$ cat config.mk
export PLATFORM = sky130hd
export DESIGN_NAME = rv_prefetch
export DESIGN_NICKNAME = d
export VERILOG_FILES = /design/src/rtl/rv_prefetch.sv
export SDC_FILE = /design/constraint.sdc
export NUM_CORES = 1
export LEC_CHECK = 0
export ABC_AREA = 1
export BUFFER_PORTS_ARGS = -buffer_cell sky130_fd_sc_hd__buf_2
export CAP_MARGIN = 5
export CORE_MARGIN = 5
export CORE_UTILIZATION = 40
export DETAILED_ROUTE_END_ITERATION = 8
export PLACE_DENSITY = 0.56
export SLEW_MARGIN = 0
export SYNTH_ARGS = -nofsm -noshare
export SYNTH_HDL_FRONTEND = slang
export SYNTH_SLANG_ARGS = --single-unit
$ cat constraint.sdc
create_clock -name clk -period 6.2 [get_ports clk]
set_input_delay 0 -clock clk [delete_from_list [all_inputs] [get_ports clk]]
set_output_delay 0 -clock clk [all_outputs]
set_load 0.01 [all_outputs]
$ cat src/rtl/rv_prefetch.sv
// Instruction prefetch unit: issues word fetches ahead of decode into a small
// {pc,inst} queue, using credit-based flow control so every response has a slot.
module rv_prefetch #(
  parameter int unsigned DEPTH     = 4,
  parameter int unsigned MAX_OUTST = 2,
  parameter logic [31:0] RESET_PC  = 32'h0
) (
  input  logic        clk,
  input  logic        rst,
  output logic [31:0] PC,
  output logic [31:0] Inst,
  output logic        isInstValid,
  input  logic        FetchStall,
  input  logic        FetchJump,
  input  logic [31:0] TargetPC,
  output logic        Address_vld,
  output logic [31:0] Address,
  input  logic        Address_rsp,
  input  logic [31:0] ReadData,
  input  logic        Data_rsp,
  output logic        WData_vld,
  output logic [31:0] WriteData
);

  localparam int unsigned PW = (DEPTH > 1) ? $clog2(DEPTH) : 1;
  localparam int unsigned CW = PW + 1;

  logic [31:0]   fetch_pc_q, fetch_pc_d;
  logic [31:0]   resp_pc_q, resp_pc_d;
  logic [PW-1:0] rd_ptr_q, rd_ptr_d;
  logic [PW-1:0] wr_ptr_q, wr_ptr_d;
  logic [CW-1:0] count_q, count_d;
  logic [CW-1:0] outst_q, outst_d;
  logic [CW-1:0] drop_q, drop_d;

  logic [31:0] pc_mem   [DEPTH];
  logic [31:0] inst_mem [DEPTH];

  logic        rsp_ok;
  logic        issue;
  logic        push;
  logic        pop;
  logic [CW:0] credit_sum;

  // A request is only issued if its response is guaranteed a queue slot.
  assign credit_sum  = {1'b0, count_q} + {1'b0, outst_q};
  assign Address_vld = !rst && !FetchJump
                       && (outst_q < CW'(MAX_OUTST))
                       && (credit_sum < (CW + 1)'(DEPTH));
  assign Address     = fetch_pc_q;

  assign WData_vld   = 1'b0;
  assign WriteData   = 32'h0;

  assign isInstValid = !rst && (count_q != '0);
  assign PC          = pc_mem[rd_ptr_q];
  assign Inst        = inst_mem[rd_ptr_q];

  // Responses arriving with nothing outstanding are protocol errors and ignored.
  assign rsp_ok = Data_rsp && (outst_q != '0);
  assign issue  = Address_vld && Address_rsp;
  assign push   = rsp_ok && (drop_q == '0) && !FetchJump;
  assign pop    = isInstValid && !FetchStall && !FetchJump;

  always_comb begin
    fetch_pc_d = fetch_pc_q;
    resp_pc_d  = resp_pc_q;
    rd_ptr_d   = rd_ptr_q;
    wr_ptr_d   = wr_ptr_q;
    count_d    = count_q;
    outst_d    = outst_q;
    drop_d     = drop_q;

    if (FetchJump) begin
      // Everything still in flight belongs to the old stream and must be dropped.
      fetch_pc_d = TargetPC;
      resp_pc_d  = TargetPC;
      rd_ptr_d   = '0;
      wr_ptr_d   = '0;
      count_d    = '0;
      outst_d    = outst_q - CW'(rsp_ok);
      drop_d     = outst_q - CW'(rsp_ok);
    end else begin
      if (issue) begin
        fetch_pc_d = fetch_pc_q + 32'd4;
      end
      if (rsp_ok && (drop_q != '0)) begin
        drop_d = drop_q - CW'(1);
      end
      if (push) begin
        wr_ptr_d  = wr_ptr_q + PW'(1);
        resp_pc_d = resp_pc_q + 32'd4;
      end
      if (pop) begin
        rd_ptr_d = rd_ptr_q + PW'(1);
      end
      case ({push, pop})
        2'b10:   count_d = count_q + CW'(1);
        2'b01:   count_d = count_q - CW'(1);
        default: count_d = count_q;
      endcase
      case ({issue, rsp_ok})
        2'b10:   outst_d = outst_q + CW'(1);
        2'b01:   outst_d = outst_q - CW'(1);
        default: outst_d = outst_q;
      endcase
    end
  end

  always_ff @(posedge clk) begin
    if (rst) begin
      fetch_pc_q <= RESET_PC;
      resp_pc_q  <= RESET_PC;
      rd_ptr_q   <= '0;
      wr_ptr_q   <= '0;
      count_q    <= '0;
      outst_q    <= '0;
      drop_q     <= '0;
    end else begin
      fetch_pc_q <= fetch_pc_d;
      resp_pc_q  <= resp_pc_d;
      rd_ptr_q   <= rd_ptr_d;
      wr_ptr_q   <= wr_ptr_d;
      count_q    <= count_d;
      outst_q    <= outst_d;
      drop_q     <= drop_d;
    end
  end

  always_ff @(posedge clk) begin
    if (push && !rst) begin
      pc_mem[wr_ptr_q]   <= resp_pc_q;
      inst_mem[wr_ptr_q] <= ReadData;
    end
  end

endmodule

### Word-level counts from Yosys, hierarchy flattened

Memories as Yosys holds them, arrays and structs flattened. A register that Yosys moved wholly into a read port is not among the register bits.
Index checks and enable logic that the tools add are counted.

| word-level totals | value |
|---|---|
| bits in latches | 0 |
| input port bits | 70 |
| memory bits (read-only) | 0 |
| bits in registers | 77 |
| memory bits (writable) | 256 |
| memories kept | 2 |

Memories:

| name | depth | width | rd ports | clocked after Yosys merged registers in | write ports | RTL line | RTL |
|---|---|---|---|---|---|---|---|
| inst_mem | 4 | 32 | 1 | 1 | 1 | 37 | `logic [31:0] inst_mem [DEPTH];` |
| pc_mem | 4 | 32 | 1 | 1 | 1 | 36 | `logic [31:0] pc_mem [DEPTH];` |

| cells by class | value |
|---|---|
| $mul | 0 |
| reductions and logical operators | 25 |
| magnitude comparators | 2 |
| shifts and indexed selects | 0 |
| div/mod/pow operators | 0 |
| multiplexer cells | 15 |
| add/sub/neg operators | 11 |
| bitwise gates (word level) | 0 |
| eq/ne operators | 4 |

Operators with widths:

| cell | count |
|---|---|
| two-way mux 32 bit | 4 |
| adder 32 x 3 -> 32 bit (second input constant) | 2 |
| logical AND 1 bit | 12 |
| one-hot mux 3 bit (2 select lines) | 2 |
| nonzero test 3 bit | 4 |
| two-way mux 3 bit | 3 |
| subtractor 3 x 1 -> 3 bit (second input constant) | 3 |
| two-way mux 2 bit | 4 |
| nonzero test 2 bit | 4 |
| adder 3 x 1 -> 3 bit (second input constant) | 2 |
| adder 2 x 1 -> 2 bit (second input constant) | 2 |
| adder 3 x 3 -> 4 bit | 1 |
| equality test 2 x 1 -> 1 bit (second input constant) | 2 |
| equality test 2 bit (second input constant) | 2 |
| less-than comparator 4 x 3 -> 1 bit (second input constant) | 1 |
| logical NOT 1 bit | 3 |
| logical NOT 3 bit | 1 |
| less-than comparator 3 x 2 -> 1 bit (second input constant) | 1 |
| subtractor 3 x 1 -> 3 bit | 1 |
| two-way mux 1 bit | 2 |
| OR reduction 2 bit | 1 |

### Logic depth before layout (Yosys ltp)

| depth | value |
|---|---|
| depth in word-level cells | 8 |
| gate-level depth with buffers | 14 |
| depth with buffers taken out | 14 |

### Least setup slack after synthesis

No wires, ideal clock.

| timing path | value |
|---|---|
| path kind | register to register |
| start point | register drop_q[0] |
| end point | memory inst_mem[0][0], enable pin |
| data required time | 5.714 ns |
| setup slack | 2.043 ns |
| buffers on the path | 0 |
| cell stages (with the launch flop) | 9 |
| data arrival time | 3.671 ns |
| path through | dfxtp_1 > inv_1 > ha_1 > inv_1 > nor2_1 > nand2_4 > nor2_1 > inv_1 > nor2_1 |

| between the ends | value |
|---|---|
| longest elaborated chain between the ends | 6 |

RTL lines:

| item | RTL line | RTL |
|---|---|---|
| start: declaration | 34 | `logic [CW-1:0] drop_q, drop_d;` |
| start signal: assignment | 126 | `drop_q <= drop_d;` |
| logical NOT 3 bit | 62 | `assign push = rsp_ok && (drop_q == '0) && !FetchJump;` |
| logical AND 1 bit (2 in a row) | 62 |  |
| logical AND 1 bit | 131 | `if (push && !rst) begin` |
| two-way mux 1 bit | 131 |  |
| two-way mux 1 bit (not written as such) | 133 | `inst_mem[wr_ptr_q] <= ReadData;` |
| end: declaration | 37 |  |

Every way passes these cells.

==> metrics.md <==
| Metric | Value |
|---|---|
| Outcome | `finished clean` |
| CP Max Fanout | `65` |
| Mapped Cells | `about 1,500` |
| Max H-tree Level | `2` |
| Critical R2R Capture | `pc_mem[0][27]$_DFFE_PP_` |
| EDFF count, synth | `between 200 and 300` |
| CTS tree | `done` |
| Post-layout min period | `approximately 3.2 ns` |
| Fin crit share | `0.524` |
| Leakage power | `just under 7 nW` |
| Post-synth ARST share | `0` |
| Drt drc | `0` |
| Layout area overhead | `20.0%` |
| Pin count of the biggest net entering global routing | `91` |
| Area of the multi-input gates | `approximately 4800 um2` |
| Critical path endpoint category | `output pin` |
| Layout Skew | `around 0.020 ns` |
| Core area | `36,700 um2` |
| Die Wd | `slightly above 200 um` |
| Vias/cell | `approximately 5.1` |
| Internal power | `3.92 mW` |
| Rows | `70` |
| Vias in the first global route | `11,000` |
| Cell variety after synth | `43` |
| Post-CTS setup buffer count | `0` |
| Cts bufs inserted | `37` |
| Chip Height | `just over 200 um` |
| Worst-path clk slew | `~0.060 ns` |
| Layout net count | `1,810` |
| DRT Wirelength | `a little under 40,000 um` |
| Min-delay src | `Address_rsp` |
| R2R Path Start | `outst_q[2]$_SDFFE_PP0P_` |
| CP startpoint kind | `register` |
| Sequential cell area | `~9300 um2` |
| Hold Path Sink | `Address[5]$_SDFFE_PP0N_` |
| Ant diodes | `0` |
| Worst vdd ir | `about 0.16 mV` |
| Unrepaired setup endpoints after global routing | `false` |
| Port bufs | `approximately 170` |
| Root Buffer | `clkbuf_16` |
| Synth Flop Type | `edfxtp_1` |
| Sw power | `~1.2 mW` |
| Seq/Total Area, Yosys | `0.621` |
| Fillers | `about 3,400` |
| Worst-Margin Slew | `approximately 1.1 ns` |
| Gp weighted congestion | `around 0.9` |
| Final Hold Fails | `0` |
| Post-DRT Antenna Nets | `0` |
| Final Cell Area | `between 15,000 and 20,000 um2` |
| Synth warnings | `0` |
| Congestion Overflow GR | `0` |
| Slew HR | `0.270` |
| CTS Buffer Depth | `3` |
| Maxcap violations | `0` |
| Share of cells above drive strength 1 | `0.151` |
| Setup TNS | `0 ns` |
| WP data arrival | `3.25 ns` |
| GRT Total Usage | `0.181` |
| Cells on Worst Hold Path | `5` |
| First-pass GRT wire length | `60,500 um` |
| Final setup fails | `0` |
| Clk pwr share | `0.420` |
| Avg Cell Area, Syn | `roughly 9.9 um2` |
| # IOs | `201` |
| Initial DRC count | `845` |
| Vias post-DR | `~11,000` |
| Drt pass-1 iters | `5` |
| Power per cell area | `between 200 and 300 nW/um2` |
| Seq cells post-synth | `approximately 340` |
| Wire length per cell | `around 17 um` |
| Crit path kind | `reg -> out` |
| Hold/Removal Path Class | `in -> reg` |
| R2r worst-path depth | `9` |
| Seq pwr share | `0.503` |
| Hpwl dp | `around 24,000 um` |
| Register-to-register setup slack | `around 3.1 ns` |
| Die area | `approximately 41,000 um2` |
| Clk sinks | `around 340` |
| Cell Area, Synth | `14,900 um2` |
| Final Slew Violations | `0` |
| Worst EP required | `roughly 6.2 ns` |
| Initial antenna violation count | `0` |
| Initial Utilization | `0.407` |
| Area post-placement | `about 16,000 um2` |
| Combinational power share | `0.077` |
| F_max | `between 300 and 400 MHz` |
| Net Sw Frac | `0.235` |
| Clk Latency, worst-skew pair | `roughly 0.53 ns` |
worst max-delay path by stage:
stage | startpoint | endpoint | slack [ns] | depth (start not counted)
floorplan | drop_q[0]$_SDFFE_PP0P_ | inst_mem[0][0]$_DFFE_PP_ | 2.04 | 8
global placement | FetchJump | inst_mem[0][2]$_DFFE_PP_ | 2.87 | 7
detailed placement | FetchJump | pc_mem[0][25]$_DFFE_PP_ | 2.83 | 7
CTS | register | PC[20] | 2.84 | 6
global route | register | PC[20] | 2.72 | 6
finish | register | PC[20] | 2.95 | 6
worst max-delay path, cell delays in order (launching register included):
cell and delay [ns]:
dfxtp_2 0.31, buf_4 0.58, clkinv_1 0.82, buf_4 0.55
o21ai_0 0.14, o22ai_1 0.14, buf_2 0.16
cell families (layout without fill, tap and decap cells):
family                   count (synthesis)  in the layout  share of synthesized area
AND/OR/NAND/NOR                        589            589                      0.166
buffers and inverters                  215            427                     0.0652
XOR/XNOR                                29             29                     0.0170
flip-flops                             335            335                      0.621
other                                    1             33                   0.000251
adder cells (fa/ha/maj)                 15             15                     0.0136
AO/OA/AOI/OAI                          326            326                      0.118
repair_timing:
action,in CTS,in global routing
hold endpoints to repair,200,0
hold buffers,68,0
resized for setup,0,0
setup endpoints to repair,0,0
state kept, by name (all words and copies together) (netlist names), named ones only:
| signal | flops |
|---|---|
| outst_q | 3 |
| inst_mem | 128 |
| rd_ptr_q | 2 |
| resp_pc_q | 32 |
| pc_mem | 128 |
| wr_ptr_q | 2 |
| drop_q | 3 |
| count_q | 3 |
| Address | 32 |
layout make-up:
class / instances / share of cell area
repair buffers: 244 / 0.0884
flip-flops and latches: 335 / 0.518
clock buffers: 47 / 0.0555
multi-input cells: 992 / 0.270
inverters: 115 / 0.0242
well taps: 468 / 0.0327
clock inverters: 21 / 0.0114
Yosys cell counts (9+ instances only):
cell type	count	area share
edfxtp_1	256	0.51
nor2_1	245	0.062
nand2_1	239	0.060
o21ai_0	185	0.062
inv_1	111	0.028
dfxtp_1	79	0.11
o22ai_1	66	0.028
a21oi_1	52	0.017
nand3_1	52	0.017
clkbuf_1	47	0.012
buf_4	35	0.018
xor2_1	24	0.014
ha_1	13	0.011
nand4_1	12	0.0050
a31oi_1	11	0.0046
nand3b_1	9	0.0045
through the flow:
step | cells | utilization | power, mW | hold slack, ns | worst slack [ns]
6_report | 2222 | 0.488 | 5.12 | 0.00243 | 2.95
2_1_floorplan | 1542 | - | 2.85 | 0.0989 | 2.04
3_5_place_dp | 2086 | 0.437 | 2.98 | 0.226 | 2.83
3_3_place_gp | 2086 | 0.437 | 2.98 | 0.219 | 2.87
4_1_cts | 2222 | 0.488 | 5.16 | 0.00235 | 2.84
5_1_grt | 2222 | 0.488 | 5.32 | 0.0406 | 2.72
cell usage in the layout (no fill, tap or decap), types with 5 or more instances in the layout:
cell             n
nand2_1        239
or2_2            6
nor2_4           7
o21ai_0        185
clkinv_1         6
o22ai_1         66
conb_1          33
nor3_1           6
clkinv_2        11
ha_1            13
nor2_1         241
nand4_1         12
dfxtp_1         77
clkbuf_1         8
inv_1          110
nand3b_1         9
dlygate4sd3_1   68
a21oi_1         52
buf_4            9
nand3_1         52
xnor2_1          5
buf_2          167
xor2_1          24
edfxtp_1       256
a31oi_1         11
clkbuf_16       38
power by group through the flow:
| stage | Sequential, mW | Combinational (mW) | Clock [mW] |
|---|---|---|---|
| detailed placement | 2.62 | 0.361 | 0 |
| finish | 2.57 | 0.395 | 2.15 |
| global placement | 2.62 | 0.357 | 0 |
| global route | 2.58 | 0.450 | 2.29 |
| CTS | 2.57 | 0.396 | 2.19 |
| floorplan | 2.59 | 0.255 | 0 |
routing by layer:
metal	part of all wire	vias to the layer above	routed length [um]	GRT usage
met5	0	-	0	0
met4	0.021	0	803	0.0472
met3	0.062	52	2370	0.0280
met2	0.45	365	17400	0.288
met1	0.47	5409	17900	0.262
li1	-	5566	-	-
No activity file was read; power rests on OpenSTA's default activity.
